### src/rtl/snitch_clkdiv_prog.sv
// snitch_clkdiv_prog: runtime-programmable glitch-free integer clock divider with handshake, enable and bypass
module snitch_clkdiv_prog #(
  parameter int unsigned DivWidth   = 8,
  parameter int unsigned DefaultDiv = 2
) (
  input  logic                clk_i,
  input  logic                rst_i,
  input  logic                en_i,
  input  logic                test_mode_i,
  input  logic                bypass_i,
  input  logic                div_valid_i,
  input  logic [DivWidth-1:0] div_i,
  output logic                div_ready_o,
  output logic [DivWidth-1:0] div_o,
  output logic                running_o,
  output logic                cycle_start_o,
  output logic                clk_o
);
  localparam logic [DivWidth-1:0] One = DivWidth'(1);
  localparam logic [DivWidth-1:0] Two = DivWidth'(2);
  localparam logic [DivWidth-1:0] Def = DivWidth'(DefaultDiv);
  logic [DivWidth-1:0] cnt_q, div_q, pend_div_q, hi, cnt_nxt;
  logic [DivWidth:0]   div_p1;
  logic                pend_q, clk_q, run_q, wrap;
  assign div_p1  = {1'b0, div_q} + {{DivWidth{1'b0}}, 1'b1};
  assign hi      = div_p1[DivWidth:1];
  assign cnt_nxt = cnt_q + One;
  assign wrap    = run_q & (cnt_q == div_q - One);
  always_ff @(posedge clk_i) begin
    if (rst_i) begin
      cnt_q      <= '0;
      div_q      <= Def;
      pend_q     <= 1'b0;
      pend_div_q <= Def;
      clk_q      <= 1'b0;
      run_q      <= 1'b0;
    end else begin
      // ready is ~pend_q, so an accept never collides with an apply below
      if (div_valid_i && !pend_q) begin
        pend_q     <= 1'b1;
        pend_div_q <= (div_i < Two) ? Two : div_i;
      end
      if (!run_q || wrap) begin
        if (pend_q) begin
          div_q  <= pend_div_q;
          pend_q <= 1'b0;
        end
        run_q <= en_i;
        cnt_q <= '0;
        clk_q <= en_i;
      end else begin
        cnt_q <= cnt_nxt;
        clk_q <= cnt_nxt < hi;
      end
    end
  end
  assign div_ready_o   = ~pend_q;
  assign div_o         = div_q;
  assign running_o     = run_q;
  assign cycle_start_o = run_q & (cnt_q == '0);
  // stands in for the tech clock-mux cell; select must be static while running
  assign clk_o = (test_mode_i | bypass_i) ? clk_i : clk_q;
endmodule
### config.mk
export PLATFORM = sky130hd
export DESIGN_NAME = snitch_clkdiv_prog
export DESIGN_NICKNAME = d
export VERILOG_FILES = /design/src/rtl/snitch_clkdiv_prog.sv
export SDC_FILE = /design/constraint.sdc
export NUM_CORES = 1
export LEC_CHECK = 0
export CORE_MARGIN = 5
export CORE_UTILIZATION = 30
export CTS_CLUSTER_DIAMETER = 40
export DETAILED_ROUTE_END_ITERATION = 7
export PLACE_DENSITY = 0.59
export SETUP_SLACK_MARGIN = 0.3
export SYNTH_ARGS = -nofsm -noshare
export SYNTH_HDL_FRONTEND = slang
export SYNTH_SLANG_ARGS = --single-unit
### constraint.sdc
create_clock -name clk_i -period 2.8 [get_ports clk_i]
set_input_delay 0.56 -clock clk_i [delete_from_list [all_inputs] [get_ports clk_i]]
set_output_delay 0.56 -clock clk_i [all_outputs]
set_load 0.01 [all_outputs]
After elaboration in Yosys (flattened, before gate mapping)
Index checks and enable logic that the tools add are counted.

word-level totals
  bits in registers = 27
  input bits = 14
  output and inout port bits = 12
  word-level logic and storage cells = 29

operators by class
  multiplexer cells = 6
  add/subtract/negate cells = 3
  $lt $le $gt $ge = 2
  reduce and logical (&&, ||, !) cells = 7
  bitwise logic cells = 4
  eq/ne operators = 1

operators with widths
  cell                 number
  $add 8x1->9 const B  1
  $add 8x1->8 const B  1
  $eq 8x8->1           1
  $logic_not 8->1      1
  $lt 8x2->1 const B   1
  $lt 8x8->1           1
  $mux 8               1
  $sub 8x1->8 const B  1
  $mux 1               5
  $and 1x1->1          2
  $logic_not 1->1      2
  $reduce_and 2->1     1
  $reduce_or 2->1      1
  $logic_and 1x1->1    1
  $logic_or 1x1->1     1
  $not 1->1            1
  $or 1x1->1           1

Depth between registers and ports, before layout
  depth in word-level cells = 5
  mapped depth = 10
  mapped depth without buffers = 10

==> impl_metrics.csv <==
group,metric,value,unit
synth,synth_top_family_by_area,"simple AND/OR/NAND/NOR gates",
setup_path,cp-end-kind,"primary output",
setup_path,crit_arrival,1.98,ns
route,viasPerCell,4.76,
synth,ys_warn_count,0,
setup_path,start_kind,"clock port",
floorplanning,die_w,86.4,um
route,finalWirelength,3.90,mm
setup_path,path_common_cell,"buf_8",
flow_run,max_cap_violations,0,
setup_path,r2r_cells,9,
synth,synthAdderAreaFrac,0.0786,
floorplanning,core,0.00557,mm2
synth,synthSimpleGateAreaFrac,0.282,
synth,netlist_area,0.00175,mm2
global_route,antenna_found_initial,0,
setup_path,cp_max_fo,2,
timing,drv_slew,0,
floorplanning,die_area,0.00746,mm2
synth,async_flop_share,0,
global_route,grt_pass1_wl,6.82,mm
synth,synth_seq_cells,27,
finish,area_delta_synth_final,28.2,%
clock_tree,cts.clk_slew.worst_paths,0.09,ns
synth,yosysTopAreaCellShare,0.309,
synth,muxShareOfSynthArea,0.0579,
finish,drive_above_1_share,0.162,
worst_hold_path,hold_path_class,"reg -> reg",
floorplanning,num_io_pins,26,
synth,ys.flop_type,"dfxtp_1",
synth,synth-edff-count,0,
finish,final_area,0.00224,mm2
route,route.detailed.drc,0,
setup_path,crit_path_cell_trace,"buf_8 -> buf_8 -> mux2_4 -> buf_6",
timing,relSlewSlack,0.616,
power,peakVddDrop,207,uV
route,wl_per_cell,12.7,um
power,power_density,425,mW/mm2
setup_path,startpoint,"clk_i",
synth,synthTopCellsByArea,"dfxtp_1 31%, ha_1 7.9%, xnor2_1 7.0%",
timing,setup_tns,0,ns
timing,finalClockSkew,0.00882,ns
clock_tree,tritoncts,"done",
timing,setup_violations,0,
setup_path,critPathMaxStageDelay,0.26,ns
synth,syn_avg_cell_area,8.75,um2
setup_path,rr_startpoint,"div_o[1]",
status,status,"finished clean",
setup_path,worst-setup-path-type,"clk -> out",
synth,synth_xor_area_frac,0.100,
synth,synth_nets,225,
placed_design,gp_congestion,0.770,
synth,synth-compound-area-share,0.113,
finish,final_nets,261,
synth,yosysTopAreaCell,"dfxtp_1",
route,vias,1460,
worst_hold_path,min_from,"pend_div_q[5]",
timing,worst_slew_pin_slew,0.574,ns
timing,final_hold_viol_count,0,
finish,seq_area,547,um2
clock_tree,cts_hold_buffers,0,
finish,n_antenna_cell,0,
finish,fill_cells,568,
route,drt_iter0_drc,102,
placed_design,hpwl,2.95,mm
floorplanning,start_util,0.314,
route,ant_nets,0,
placed_design,dp_cells,294,
placed_design,placed_cell_area,0.00209,mm2
placed_design,numPortBuffers,25,
global_route,grt_pass1_vias,1453,
synth,synth.most_common_cell,"dfxtp_1",
synth,ys_top_cells_by_count,"27 x dfxtp_1, 20 x nand2_1, 14 x xnor2_1, 11 x ha_1, 11 x nor2b_1",
placed_design,pre_cts_slack,0.137,ns
floorplanning,rows,27,
global_route,grt_max_degree,21,
timing,fin_ws,0.263,ns
finish,multi_input_area,0.00113,mm2
power,p_leak,0.837,nW
setup_path,crit_required,2.24,ns
synth,synth_cells,200,
route,drtPass1Iterations,4,
setup_path,worst_path_max_delay_cell,"mux2_4",
floorplanning,die_h,86.4,um
timing,rsz0062_at_grt,"true",
global_route,grtUsageTotal,0.116,
global_route,gr-total-overflow,0,
synth,synth_seq_area_share,0.309,
clock_tree,worstSkewPairLatency,0.39,ns
synth,synth.distinct_cells,47,
finish,instances_no_fill,307,
worst_hold_path,hold-path-cell-count,2,
-- layer usage --
layer,global-route usage,wire length (um),part of all wire,up-vias
met5,0,0,0,-
met4,0.0482,59,0.015,0
met3,0.0314,163,0.042,8
met2,0.179,1790,0.46,25
met1,0.151,1890,0.48,677
li1,-,-,-,750
-- through the flow --
stage / power [mW] / util / hold slack [ns]
CTS: 0.926 / 0.397 / 0.454
finish: 0.954 / 0.402 / 0.453
floorplan: 0.516 / - / 0.431
detailed placement: 0.592 / 0.375 / 0.441
global placement: 0.591 / 0.375 / 0.437
global route: 1.01 / 0.402 / 0.480
-- cell type report --
| class | instances | area share |
|---|---|---|
| inverter | 8 | 0.0134 |
| sequential | 27 | 0.244 |
| tap | 72 | 0.0402 |
| clock buffer | 8 | 0.0446 |
| multi-input combinational | 154 | 0.503 |
| timing repair buffer | 38 | 0.155 |
-- power by group --
group | switching [mW] | internal, mW | leakage, nW | total, mW
clock | 0.163 | 0.243 | 0.0585 | 0.406
combinational | 0.0643 | 0.0738 | 0.558 | 0.138
sequential | 0.0124 | 0.397 | 0.221 | 0.410
-- cell usage in the layout, fill, tap and decap left out, drive strengths merged, types with 4 or more instances in the layout --
| master | instances |
|---|---|
| nand2 | 21 |
| and3 | 4 |
| nor2b | 11 |
| inv | 8 |
| a21oi | 10 |
| xnor2 | 14 |
| nand2b | 8 |
| xor2 | 6 |
| dfxtp | 27 |
| nor2 | 10 |
| nand3 | 7 |
| or4 | 4 |
| buf | 17 |
| mux2i | 9 |
| clkdlybuf4s50 | 23 |
| or2b | 9 |
| clkbuf | 5 |
| ha | 11 |
-- critical path, delay by kind of cell --
kind	cells	cell delay [ns]
muxes	1	0.26
buffers and inverters	3	0.32
-- timing repair --
item | CTS | global route
gates cloned | 0 | 0
endpoints found under the setup margin | 15 | 17
buffers inserted | 4 | 2
gates resized for setup | 5 | 9
pin swaps | 3 | 3
hold endpoints to repair | 0 | 0
-- flip-flops by register name (all words and copies together), names as in the netlist --
signal	cells
pend_div_q	8
clk_q	1
cnt_q	8
div_o	8
pend_q	1
running_o	1
-- logic make-up after synthesis --
logic type,Yosys count
AND/OR/NAND/NOR,87
flip-flops,27
AO/OA/AOI/OAI,26
XOR/XNOR,20
buffers and inverters,19
adder cells (fa/ha/maj),11
multiplexers,10
-- path summary, 6_finish.rpt --
| kind | end | slack (ns) |
|---|---|---|
| max | clk_o | 0.26 |
| min | pend_div_q[5] | 0.45 |
| max reg2reg | div_o[5] | 0.35 |
| min reg2reg | pend_div_q[5] | 0.45 |
(Power assumes the default switching activity.)
